===== src/rtl/wishbone_master.sv =====
// Purpose: Wishbone classic-cycle master that turns one request into an incrementing-address burst with retry, error and timeout handling.
// Latency: wb_stb_o rises the cycle after accept; with a zero-wait slave it runs one beat per cycle, and done_o follows the last ack by one cycle.
// Backpressure: ready_o is high only in IDLE. Slave wait states stall the current beat, and rty drops stb for one cycle before the beat is re-issued.
module wishbone_master #(
    parameter int TAGSIZE     = 2,
    parameter int MAX_BEATS_W = 3,
    parameter int MAX_RETRY   = 3,
    parameter int TIMEOUT     = 255
) (
    input  logic                   clk_i,
    input  logic                   rst_i,
    input  logic                   valid_i,
    output logic                   ready_o,
    input  logic [31:0]            addr_i,
    input  logic                   we_i,
    input  logic [3:0]             sel_i,
    input  logic [MAX_BEATS_W-1:0] len_i,
    input  logic [TAGSIZE-1:0]     tag_i,
    input  logic [31:0]            data_i,
    output logic                   wdata_ack_o,
    output logic [31:0]            data_o,
    output logic                   rvalid_o,
    output logic                   done_o,
    output logic                   err_o,
    input  logic [31:0]            wb_dat_i,
    input  logic [TAGSIZE-1:0]     wb_tgd_i,
    input  logic                   wb_ack_i,
    input  logic                   wb_err_i,
    input  logic                   wb_rty_i,
    output logic [31:0]            wb_dat_o,
    output logic [TAGSIZE-1:0]     wb_tgd_o,
    output logic [31:0]            wb_adr_o,
    output logic [TAGSIZE-1:0]     wb_tga_o,
    output logic [TAGSIZE-1:0]     wb_tgc_o,
    output logic                   wb_cyc_o,
    output logic                   wb_stb_o,
    output logic                   wb_we_o,
    output logic [3:0]             wb_sel_o
);

    localparam int RW = (MAX_RETRY < 1) ? 1 : $clog2(MAX_RETRY + 1);
    localparam int TW = (TIMEOUT < 2) ? 1 : $clog2(TIMEOUT + 1);

    typedef enum logic [1:0] {
        IDLE = 2'd0,
        BUS  = 2'd1,
        WAIT = 2'd2,
        DONE = 2'd3
    } state_t;

    state_t                 r_state;
    state_t                 w_state_nxt;
    logic [31:0]            r_adr;
    logic                   r_we;
    logic [3:0]             r_sel;
    logic [MAX_BEATS_W-1:0] r_len;
    logic [MAX_BEATS_W-1:0] r_beat;
    logic [TAGSIZE-1:0]     r_tag;
    logic [RW-1:0]          r_retry;
    logic [TW-1:0]          r_tmo;
    logic                   r_err;
    logic                   r_rvalid;
    logic [31:0]            r_rdata;

    logic w_accept;
    logic w_beat_ack;
    logic w_retry_inc;
    logic w_tmo_inc;
    logic w_set_err;

    // Response tag and the two ignored address bits have no consumer in this master.
    logic w_unused;
    assign w_unused = ^{wb_tgd_i, addr_i[1:0]};

    // Next-state decode; within BUS the slave responses are ranked err > ack > rty > timeout.
    always_comb begin
        w_state_nxt = r_state;
        w_accept    = 1'b0;
        w_beat_ack  = 1'b0;
        w_retry_inc = 1'b0;
        w_tmo_inc   = 1'b0;
        w_set_err   = 1'b0;
        case (r_state)
            IDLE: begin
                if (valid_i) begin
                    w_accept    = 1'b1;
                    w_state_nxt = BUS;
                end
            end
            BUS: begin
                if (wb_err_i) begin
                    w_set_err   = 1'b1;
                    w_state_nxt = DONE;
                end else if (wb_ack_i) begin
                    w_beat_ack = 1'b1;
                    if (r_beat == r_len) begin
                        w_state_nxt = DONE;
                    end
                end else if (wb_rty_i) begin
                    if (r_retry == RW'(MAX_RETRY)) begin
                        w_set_err   = 1'b1;
                        w_state_nxt = DONE;
                    end else begin
                        w_retry_inc = 1'b1;
                        w_state_nxt = WAIT;
                    end
                end else if (r_tmo == TW'(TIMEOUT - 1)) begin
                    w_set_err   = 1'b1;
                    w_state_nxt = DONE;
                end else begin
                    w_tmo_inc = 1'b1;
                end
            end
            WAIT:    w_state_nxt = BUS;
            DONE:    w_state_nxt = IDLE;
            default: w_state_nxt = IDLE;
        endcase
    end

    // State, request capture, beat/retry/timeout counters and registered read data.
    always_ff @(posedge clk_i) begin
        if (!rst_i) begin
            r_state  <= IDLE;
            r_adr    <= '0;
            r_we     <= 1'b0;
            r_sel    <= '0;
            r_len    <= '0;
            r_beat   <= '0;
            r_tag    <= '0;
            r_retry  <= '0;
            r_tmo    <= '0;
            r_err    <= 1'b0;
            r_rvalid <= 1'b0;
            r_rdata  <= '0;
        end else begin
            r_state  <= w_state_nxt;
            r_rvalid <= 1'b0;
            if (w_accept) begin
                r_adr   <= {addr_i[31:2], 2'b00};
                r_we    <= we_i;
                r_sel   <= sel_i;
                r_len   <= len_i;
                r_tag   <= tag_i;
                r_beat  <= '0;
                r_retry <= '0;
                r_tmo   <= '0;
                r_err   <= 1'b0;
            end
            if (w_beat_ack) begin
                // Address wraps modulo 2^32 by plain overflow.
                r_adr   <= r_adr + 32'd4;
                r_beat  <= r_beat + MAX_BEATS_W'(1);
                r_retry <= '0;
                r_tmo   <= '0;
                if (!r_we) begin
                    r_rvalid <= 1'b1;
                    r_rdata  <= wb_dat_i;
                end
            end
            if (w_retry_inc) begin
                r_retry <= r_retry + RW'(1);
                r_tmo   <= '0;
            end
            if (w_tmo_inc) begin
                r_tmo <= r_tmo + TW'(1);
            end
            if (w_set_err) begin
                r_err <= 1'b1;
            end
        end
    end

    assign ready_o     = (r_state == IDLE);
    assign wb_cyc_o    = (r_state == BUS) || (r_state == WAIT);
    assign wb_stb_o    = (r_state == BUS);
    assign wb_adr_o    = r_adr;
    assign wb_we_o     = r_we;
    assign wb_sel_o    = r_sel;
    assign wb_tga_o    = r_tag;
    assign wb_tgc_o    = r_tag;
    assign wb_tgd_o    = r_tag;
    // Write data passes straight through so the caller can advance it on wdata_ack_o.
    assign wb_dat_o    = (r_state == BUS) ? data_i : 32'd0;
    assign wdata_ack_o = (r_state == BUS) && r_we && wb_ack_i && !wb_err_i;
    assign rvalid_o    = r_rvalid;
    assign data_o      = r_rdata;
    assign done_o      = (r_state == DONE);
    assign err_o       = (r_state == DONE) && r_err;

endmodule


===== config.mk =====
export PLATFORM = sky130hd
export DESIGN_NAME = wishbone_master
export DESIGN_NICKNAME = d
export VERILOG_FILES = /design/src/rtl/wishbone_master.sv
export SDC_FILE = /design/constraint.sdc
export NUM_CORES = 1
export LEC_CHECK = 0
export BUFFER_PORTS_ARGS = -buffer_cell sky130_fd_sc_hd__buf_4
export CAP_MARGIN = 20
export CORE_MARGIN = 4
export CORE_UTILIZATION = 40
export DETAILED_ROUTE_END_ITERATION = 8
export GPL_TIMING_DRIVEN = 1
export PLACE_DENSITY = 0.77
export SKIP_LAST_GASP = 1
export SLEW_MARGIN = 5
export SYNTH_ARGS = -nofsm -noshare
export SYNTH_HDL_FRONTEND = slang
export SYNTH_SLANG_ARGS = --single-unit
export TNS_END_PERCENT = 5

===== constraint.sdc =====
create_clock -name clk_i -period 3.8 [get_ports clk_i]
set_input_delay 0.76 -clock clk_i [delete_from_list [all_inputs] [get_ports clk_i]]
set_output_delay 0.76 -clock clk_i [all_outputs]
set_load 0.02 [all_outputs]

==> out/qor_table.md <==
| Result | This run |
| --- | --- |
| Leading area contributor after synthesis | dfxtp_1 |
| Required time of the critical path | 4.11 ns |
| Die Span X | 112.9 um |
| Proportion of layout cells with a drive suffix above 1 | 33.38% |
| Mean routed wirelength per cell | 15.32 um |
| FFs w/ async S/R, synth | 0% |
| Via density per instance | 5.344 |
| Primary FF master, synth | dfxtp_1 |
| Number of buffers created by CTS | 9 |
| Post-CTS Resized | 0 |
| Time the worst path needs with I/O delays and setup | 2.904 ns |
| Category of the worst setup path launch point | register |
| Seq/Total Area, Yosys | 40.45% |
| Crit path max fanout | 38 |
| Reported max-cap violation count | 0 |
| CP Data Arrival Time | 3.21 ns |
| Root buffer cell | clkbuf_8 |
| Number of warnings issued by yosys | 0 |
| Type of destination of the critical path | register |
| End of the worst register-to-register path | wb_adr_o[31] |
| Nets | 897 |
| Synth cell count leaders | 125 x nand2_1, 92 x a21oi_1, 89 x dfxtp_1 |
| Deepest clock path buffer count | 2 |
| Core box area | 10790 um2 |
| N_diodes | 0 |
| Total half-perimeter wirelength after legalization and detailed placement | 10.63 mm |
| Total I/O pin count | 228 |
| Number of failing hold endpoints at the final stage | 0 |
| Number of storage elements in the synthesis netlist | 89 |
| Weighted congestion at the end of routability-driven global placement | 0.8308 |
| CTS tree | yes |
| Biggest area contributors in the synthesized netlist | dfxtp_1 40%, nand2_1 11%, a21oi_1 10%, and2_1 5.5%, ha_1 2.6% |
| Number of enable-type register cells in the synthesized netlist | 0 |
| Most common cell in the synthesized netlist | nand2_1 |
| DRC errors left | 0 |
| Final Setup Violations | 0 |
| Post-route clock skew | 0.01007 ns |
| Summed negative setup slack over all endpoints | 0 ns |
| Avg Synthesized Cell Area | 7.686 um2 |
| Number of distinct library cells after synthesis | 58 |
| Number of design-rule violations left by the first detailed-router iteration | 312 |
| PD cells | 422.7 nW/um2 |
| Pin count of the biggest net entering global routing | 39 |
| Total of hold buffers inserted after clock tree synthesis | 0 |
| Register area | 1782 um2 |
| Filler Cells Inserted | 985 |
| Area fraction of the dominant cell type after synthesis | 40.45% |
| Cell area after synthesis | 4404 um2 |
| Number of global-route vias before repair | 4643 |
| Setup crit start | r_state[1] |
| Detail Route Antenna Nets | 0 |
| Unrepaired setup endpoints after global routing | no |
| Routed Wire Length | 14.08 mm |
| Worst vdd ir | 0.0003255 V |
| Layout Area Growth over Synthesis | 44.83% |
| Worst-path clk slew | 0.09 ns |
| First-pass iteration count of the detailed router | 5 |
| Sinks on the clock net | 89 |
| Setup Crit Path Kind | reg2reg |
| Synth Instances | 573 |
| Cell Count, Final, Fillers Out | 919 |
| H-tree levels | 3 |
| Y dimension of the die | 112.9 um |
| Floorplan die area | 12750 um2 |
| Buffers on Ports | 221 |
| Area taken by multi-input logic gates | 2409 um2 |
| Overall fraction of global-route tracks in use | 21.09% |
| Cell count of the worst reg-to-reg path | 8 |
| Type of the tightest min-delay check | reg2reg |
| Vias post-DR | 4911 |
| Reported leakage power | 2.766 nW |
| Crit Reg-Reg Startpoint | r_state[1] |
| Std cell rows | 38 |
| Clock latency on the worst-skew pair | 0.37 ns |
| Number of instances in the placed design | 902 |
| Effective utilization at floorplan | 40.81% |
| Initial antenna violation count | 0 |
| Actual slew at the worst max-slew pin | 0.9225 ns |
| Worst setup path end | wb_adr_o[31] |
| Portion of the clock cycle consumed by the worst path in the final layout | 76.43% |
| Post CTS Setup Buffer Count | 0 |
| Fin. max-slew vios | 0 |
| Fmax achieved | 0.3443 GHz |
| Global route overflow | 0 |
| Final Power | 2.696 mW |
| Result of the run | finished clean |
| Register-to-register setup slack | 0.90 ns |
| First-pass GRT wire length | 22.22 mm |
| Relative slew margins | 38.27% |
==> layout make-up <==
class	count	share of cell area [%]
Clock inverter	7	1.844
Inverter	8	0.4708
Timing Repair Buffer	231	27.30
Tap cell	140	2.746
Multi-Input combinational cell	435	37.76
Sequential cell	89	27.93
Clock buffer	9	1.942
==> stage by stage <==
stage	utilization (%)	area (um2)	hold slack [ns]	setup WS, ns
after floorplan	-	4408	0.4273	1.216
after global placement	56.72	6122	0.4409	0.9274
after detailed placement	56.72	6122	0.4471	0.9013
after CTS	58.96	6364	0.4592	0.8839
after global routing	59.10	6379	0.4816	0.6439
final	59.10	6379	0.4581	0.8956
==> layout by cell type, fill, tap and decap left out, types with 3 or more instances in the layout <==
cell       instances
buf_4            230
nand2_1          125
a21oi_1           92
dfxtp_1           89
and2_1            39
nor2_1            28
nand3_1           20
o21ai_0           16
nor3_1            10
nor4_1            10
ha_1               9
clkbuf_8           9
inv_1              7
xnor2_1            7
o311ai_0           6
and3_1             4
a211oi_1           4
a311oi_1           4
and4_1             3
nand4_1            3
mux2i_1            3
a31oi_1            3
or3_1              3
bufinv_16          3
==> critical path, stage by stage (launching register included) <==
cell	delay, ns
dfxtp_1	0.33
inv_1	0.11
ha_1	0.16
buf_4	0.27
and3b_1	0.54
nand4_2	0.44
or4_1	0.68
a2bb2oi_1	0.17
a21oi_2	0.14
==> power breakdown <==
| part | switching, mW | leakage (nW) | internal, mW |
|---|---|---|---|
| clock | 0.359 | 0.124 | 0.438 |
| sequential | 0.0779 | 0.724 | 1.00 |
| combinational | 0.460 | 1.92 | 0.358 |
==> how the worst min path moves through the flow <==
stage                     slack [ns]     to  cells past startpoint  startpoint
after floorplan                 0.43  r_err                      2       r_err
after global placement          0.44  r_err                      2       r_err
after detailed placement        0.45  r_err                      2       r_err
after CTS                       0.46  r_err                      2       r_err
after global routing            0.48  r_err                      2       r_err
final                           0.46  r_err                      2       r_err
==> per-layer routing <==
| metal | GRT usage, % | up-vias | part of all wire [%] |
|---|---|---|---|
| li1 | - | 2400 | - |
| met1 | 24.65 | 2239 | 39 |
| met2 | 35.78 | 245 | 48 |
| met3 | 7.112 | 27 | 11 |
| met4 | 7.933 | 0 | 2.5 |
| met5 | 0 | - | 0 |
==> cells by family after synthesis <==
family                     after synthesis  synth area share, %
and+or+nand+nor                        266                30.06
AOI/OAI and AO/OA                      147                19.52
DFF                                     89                40.45
buffers and inverters                   50                5.000
adders and majority gates                9                2.557
xor gates and xnor gates                 7                1.392
muxes                                    4               0.9375
other                                    1              0.08515
==> flip-flops by register name, indices dropped and copies added, names as in the netlist <==
register  flops
data_o       32
wb_adr_o     30
r_tmo         8
wb_sel_o      4
r_beat        3
r_len         3
r_retry       2
r_state       2
wb_tga_o      2
r_err         1
rvalid_o      1
wb_we_o       1
No activity file was read; power rests on OpenSTA's default activity.
